`src/rtl/spi_register_initiator.sv`:
```
`default_nettype none
// ============================================================================
// Module      : spi_register_initiator
// Description : Fixed-format SPI initiator for the 16-bit register-bank link.
//               Sends {addr, wdata} MSB first (16 spi_clk pulses, clock idles
//               low) and captures the responder's last 8 MISO bits as rdata.
// Ports       : clk, rst_n            - system clock, async active-low reset
//               start, addr, wdata    - transaction request and payload
//               busy, done, rdata     - status, end-of-frame pulse, readback
//               spi_clk, spi_cs,
//               spi_mosi, spi_miso    - serial link
// Revision    : 1.0 - initial release
// ============================================================================
module spi_register_initiator #(
  parameter int DIV = 4
) (
  input  logic       clk,
  input  logic       rst_n,
  input  logic       start,
  input  logic [7:0] addr,
  input  logic [7:0] wdata,
  output logic       busy,
  output logic       done,
  output logic [7:0] rdata,
  output logic       spi_clk,
  output logic       spi_cs,
  output logic       spi_mosi,
  input  logic       spi_miso
);

  localparam logic [7:0] c_div_last = 8'(DIV - 1);

  typedef enum logic [2:0] {
    ST_IDLE  = 3'd0,
    ST_SETUP = 3'd1,
    ST_HIGH  = 3'd2,
    ST_LOW   = 3'd3,
    ST_GAP   = 3'd4
  } state_t;

  state_t      state_q;
  logic [7:0]  div_cnt_q;
  logic [3:0]  bit_cnt_q;
  logic [15:0] tx_q;
  // Only the data-phase samples matter: the 8 address-phase samples are
  // simply shifted out of the top of this register by the later ones.
  logic [7:0]  rx_q;
  logic [7:0]  rdata_q;
  logic        busy_q;
  logic        done_q;
  logic        spi_clk_q;
  logic        spi_cs_q;
  logic        spi_mosi_q;

  logic        w_phase_end;
  logic        w_accept;
  logic [3:0]  w_next_bit;

  assign w_phase_end = (div_cnt_q == c_div_last);
  // The last GAP cycle also acts as the first idle sampling cycle, so a held
  // start re-launches exactly 34*DIV cycles after the previous accept.
  assign w_accept    = start && ((state_q == ST_IDLE) ||
                                 ((state_q == ST_GAP) && w_phase_end));
  assign w_next_bit  = bit_cnt_q - 4'd1;

  always_ff @(posedge clk or negedge rst_n) begin
    if (!rst_n) begin
      state_q    <= ST_IDLE;
      div_cnt_q  <= '0;
      bit_cnt_q  <= '0;
      tx_q       <= '0;
      rx_q       <= '0;
      rdata_q    <= '0;
      busy_q     <= 1'b0;
      done_q     <= 1'b0;
      spi_clk_q  <= 1'b0;
      spi_cs_q   <= 1'b1;
      spi_mosi_q <= 1'b0;
    end else begin
      done_q <= 1'b0;

      if ((state_q == ST_IDLE) || w_phase_end) begin
        div_cnt_q <= '0;
      end else begin
        div_cnt_q <= div_cnt_q + 8'd1;
      end

      if (w_accept) begin
        tx_q       <= {addr, wdata};
        bit_cnt_q  <= 4'd15;
        spi_cs_q   <= 1'b0;
        spi_mosi_q <= addr[7];
        busy_q     <= 1'b1;
        state_q    <= ST_SETUP;
      end else if (w_phase_end) begin
        case (state_q)
          ST_SETUP: begin
            spi_clk_q <= 1'b1;
            rx_q      <= {rx_q[6:0], spi_miso};
            state_q   <= ST_HIGH;
          end
          ST_HIGH: begin
            spi_clk_q <= 1'b0;
            state_q   <= ST_LOW;
          end
          ST_LOW: begin
            if (bit_cnt_q != 4'd0) begin
              // MOSI moves together with the rising edge, a full half-period
              // away from the responder's falling-edge sample.
              bit_cnt_q  <= w_next_bit;
              spi_mosi_q <= tx_q[w_next_bit];
              spi_clk_q  <= 1'b1;
              rx_q       <= {rx_q[6:0], spi_miso};
              state_q    <= ST_HIGH;
            end else begin
              spi_cs_q   <= 1'b1;
              spi_mosi_q <= 1'b0;
              rdata_q    <= rx_q;
              done_q     <= 1'b1;
              state_q    <= ST_GAP;
            end
          end
          ST_GAP: begin
            busy_q  <= 1'b0;
            state_q <= ST_IDLE;
          end
          default: begin
            state_q <= ST_IDLE;
          end
        endcase
      end
    end
  end

  assign busy     = busy_q;
  assign done     = done_q;
  assign rdata    = rdata_q;
  assign spi_clk  = spi_clk_q;
  assign spi_cs   = spi_cs_q;
  assign spi_mosi = spi_mosi_q;

endmodule
`default_nettype wire

```
`config.mk`:
```
export PLATFORM = sky130hd
export DESIGN_NAME = spi_register_initiator
export DESIGN_NICKNAME = d
export VERILOG_FILES = /design/src/rtl/spi_register_initiator.sv
export SDC_FILE = /design/constraint.sdc
export NUM_CORES = 1
export LEC_CHECK = 0
export CAP_MARGIN = 20
export CELL_PAD_IN_SITES_DETAIL_PLACEMENT = 2
export CELL_PAD_IN_SITES_GLOBAL_PLACEMENT = 2
export CORE_ASPECT_RATIO = 1.2
export CORE_UTILIZATION = 35
export CTS_CLUSTER_DIAMETER = 50
export CTS_CLUSTER_SIZE = 12
export DETAILED_ROUTE_END_ITERATION = 16
export PLACE_DENSITY = 0.87
export SLEW_MARGIN = 10
export SYNTH_ARGS = -nofsm -noshare
export SYNTH_HDL_FRONTEND = slang
export SYNTH_SLANG_ARGS = --single-unit
```
`constraint.sdc`:
```
create_clock -name clk -period 2.5 [get_ports clk]
set_input_delay 0.75 -clock clk [delete_from_list [all_inputs] [get_ports clk]]
set_output_delay 0.75 -clock clk [all_outputs]
set_load 0.05 [all_outputs]
```
==> flow_summary.yaml, run 1 <==
floorplan:
  die_w_um: 77.7
  initial_utilization_pct: 36.8
  core_um2: 6530
  die_h_um: 92.8
  io_pins: 33
  dieArea_um2: 7200
  core.rowCount: 32
synth:
  synth-async-reset-ratio_pct: 100
  synthCells: 216
  synth_top_area_share_pct: 53.1
  synth_fa_ha_area_share_pct: 1.04
  synth_xor_area_share_pct: 2.55
  ys.flop_type: "dfrtp_1"
  yosysWarningCount: 0
  syn_area_um2: 2400
  synthMuxAreaShare_pct: 13.4
  synth_compound_area_share_pct: 7.29
  synth_top_family_by_area: "simple AND/OR/NAND/NOR gates"
  yosys_register_bits: 52
  postSynthAreaPerCell_um2: 11.1
  yosysTopAreaCell: "dfrtp_1"
  yosysSeqAreaShare_pct: 54.2
  ys_top_cells_by_area: "dfrtp_1, nand2_1, mux2_4"
  syn-num-nets: 238
  synth_edf_count: 0
  yosys.area_share.simple_pct: 18.5
  synth.distinct_cells: 47
timing:
  min_period_ns: 2.40
  hold_slack_ns: 0.258
  slew-limit-headroom_pct: 38.3
  hold_violations: 0
  setup_viol: 0
  grt_setup_unrepaired: "false"
  worst_slack_ns: 0.105
  worst_pin_slew_ns: 0.918
  fmax_mhz: 418
  fin_crit_sh_pct: 95.8
  final.setup_skew_ns: 0.00860
  slew_violations: 0
critical_path:
  worstSetupPathType: "register to output port"
  crit_required_ns: 1.75
  critPathBufInv: 1
  cp_max_fo: 2
  regToRegEndpoint: "tx_q[1]"
  slowest_stage: "clkdlybuf4s50_1"
  r2r_cells: 7
  cp_cell_sequence: "clkdlybuf4s50_1"
  r2r-start: "div_cnt_q[4]"
  rrSetupSlack_ns: 0.10
  cp_top_family: "buffers and inverters"
  cpPeakStageDelay_ns: 0.80
  endpoint_kind: "output port"
  critPathLaunchType: "register"
  arrival_ns: 1.65
routing:
  drt_wl_total_mm: 5.98
  num_vias: 1753
  viasPerCell: 5.08
  dr.pass1.iters: 4
  drc: 0
  wl_per_cell_um: 17.3
  drt_iter0_markers: 62
  ant_nets: 0
finish:
  drive_gt1_share_pct: 21.5
  nFillCells: 677
  final_cells: 345
  num-nets-final: 281
  seq_area_um2: 1300
  final_util_pct: 46.2
  area_growth_pct: 25.6
  multi_input_area_um2: 1040
  diodes: 0
clocking:
  root_buffer: "clkbuf_8"
  post-cts-setup-buffers: 0
  tritoncts.num_buffers: 5
  insertion_delay_ns: 0.31
  path_clk_slew_ns: 0.10
  cts_max_level: 2
  clk_path_buf_depth: 2
  postCtsHoldBufs: 0
  clock_sinks: 52
  cts_tree: "yes"
hold_path:
  hp-class: "input port to asynchronous set/reset pin"
global_routing:
  grtUsageTotal_pct: 18.2
  grt_max_degree: 28
  gr-total-overflow: 0
  grt_pass1_wl_mm: 10.1
  grt_pass1_vias: 1974
  antenna_found_initial: 0
placement:
  dp_slack_ns: -0.0236
  gp_congestion: 0.780
  hpwlAfterDp_mm: 4.44
  place_inst: 337
  io_buffers: 32
power:
  finalPower_mw: 3.57
  ir_drop_v: 0.000421
  powerDensity_nw_per_um2: 1180
  p_leak_nw: 1.42
job:
  drv_cap: 0
run_status:
  status: "completed"
[synthesized netlist by cell type (4+ instances only)]
master / instances
nand2_1: 53
nand3_1: 4
inv_1: 5
buf_2: 5
dfrtp_1: 51
nor2_1: 14
o21a_1: 4
mux2_2: 8
xor2_1: 5
a21oi_1: 8
mux2_4: 8
mux4_2: 4
[sequential cells by signal, summed over array words and instances, names as in the netlist]
register,count
tx_q,16
done,1
spi_mosi,1
spi_cs,1
rx_q,8
rdata,8
bit_cnt_q,4
div_cnt_q,8
busy,1
state_q,3
spi_clk,1
[per-layer routing]
layer,track usage [%],vias up,wire length (µm)
li1,-,814,-
met1,22.5,909,2530
met2,33.0,23,3250
met3,2.27,7,111
met4,5.19,0,84
met5,0,-,0
[worst max path at each step]
| stage | from | endpoint | slack [ns] | cells after the start |
|---|---|---|---|---|
| floorplan | div_cnt_q[4] | rdata[0] | 0.24 | 7 |
| global placement | div_cnt_q[4] | rdata[7] | 0.08 | 6 |
| detailed placement | start | spi_mosi | -0.02 | 6 |
| CTS | div_cnt_q[4] | rdata[4] | 0.06 | 6 |
| global route | div_cnt_q[4] | tx_q[1] | 0.009 | 7 |
| finish | spi_cs | spi_cs | 0.10 | 1 |
[stage by stage]
step | setup TNS, ns | cell area, µm²
after detailed placement | -0.0420 | 2880
after global routing | 0 | 3020
after global placement | 0 | 2880
after floorplan | 0 | 2400
final | 0 | 3020
after CTS | 0 | 3010
[what timing repair did]
item,4_1_cts,5_1_grt
gates cloned,0,0
gates resized for setup,1,3
setup endpoints to repair,11,8
pin swaps,0,0
[worst register-to-register path, cell delays in order, from the launching register on]
cell and delay, ns:
dfrtp_1 0.43, or4_1 0.58, or3_4 0.44, buf_4 0.19, a21o_1 0.27, buf_4 0.21, nand2_1 0.09, nand2_1 0.07
[layout by cell type (no fill, tap or decap), drive strengths merged, types with 2 or more instances in the layout]
cell	n
nand2b	3
nor4	2
ha	2
a21o	2
o21a	4
nor3	3
xnor2	2
xor2	5
and3	4
nor3b	2
nor2	15
buf	14
dfrtp	51
a21oi	9
clkbuf	6
nand2	54
mux4	4
mux2	17
nand3	4
clkdlybuf4s50	31
o21ai	3
inv	5
or4	2
[layout make-up]
class,count,share of cell area [%]
flip-flops and latches,52,43.2
multi-input cells,150,34.6
repair buffers,45,14.1
well taps,85,3.52
clock buffers,6,2.74
clock inverters,2,1.29
inverters,5,0.622
[report_power, final]
part / switching [mW] / total, mW / internal [mW]
registers: 0.302 / 1.47 / 1.17
logic: 0.776 / 1.48 / 0.706
clock network: 0.290 / 0.618 / 0.328
[logic make-up after synthesis]
| kind of cell | after synthesis |
|---|---|
| AOI/OAI and AO/OA | 25 |
| xor gates and xnor gates | 7 |
| adders and majority gates | 2 |
| buffers and inverters | 14 |
| DFF | 52 |
| muxes | 22 |
| and+or+nand+nor | 94 |
Note: power is estimated with default switching activity, not from simulation.
==> inputs of run 2 (changes only) <==
--- a/config.mk
+++ b/config.mk
@@ -18,3 +18,4 @@
 export SYNTH_ARGS = -nofsm -noshare
 export SYNTH_HDL_FRONTEND = slang
 export SYNTH_SLANG_ARGS = --single-unit
+export TNS_END_PERCENT = 50
==> results of run 2 <==
Final layout, timing and power as in run 1 (identical DEF).
==> inputs of run 3 (changes only) <==
--- a/config.mk
+++ b/config.mk
@@ -5,7 +5,6 @@
 export SDC_FILE = /design/constraint.sdc
 export NUM_CORES = 1
 export LEC_CHECK = 0
-export CAP_MARGIN = 20
 export CELL_PAD_IN_SITES_DETAIL_PLACEMENT = 2
 export CELL_PAD_IN_SITES_GLOBAL_PLACEMENT = 2
 export CORE_ASPECT_RATIO = 1.2
@@ -13,6 +12,7 @@
 export CTS_CLUSTER_DIAMETER = 50
 export CTS_CLUSTER_SIZE = 12
 export DETAILED_ROUTE_END_ITERATION = 16
+export HOLD_SLACK_MARGIN = 0.02
 export PLACE_DENSITY = 0.87
 export SLEW_MARGIN = 10
 export SYNTH_ARGS = -nofsm -noshare
==> results of run 3 <==
Final layout, timing and power as in run 1 (identical DEF).
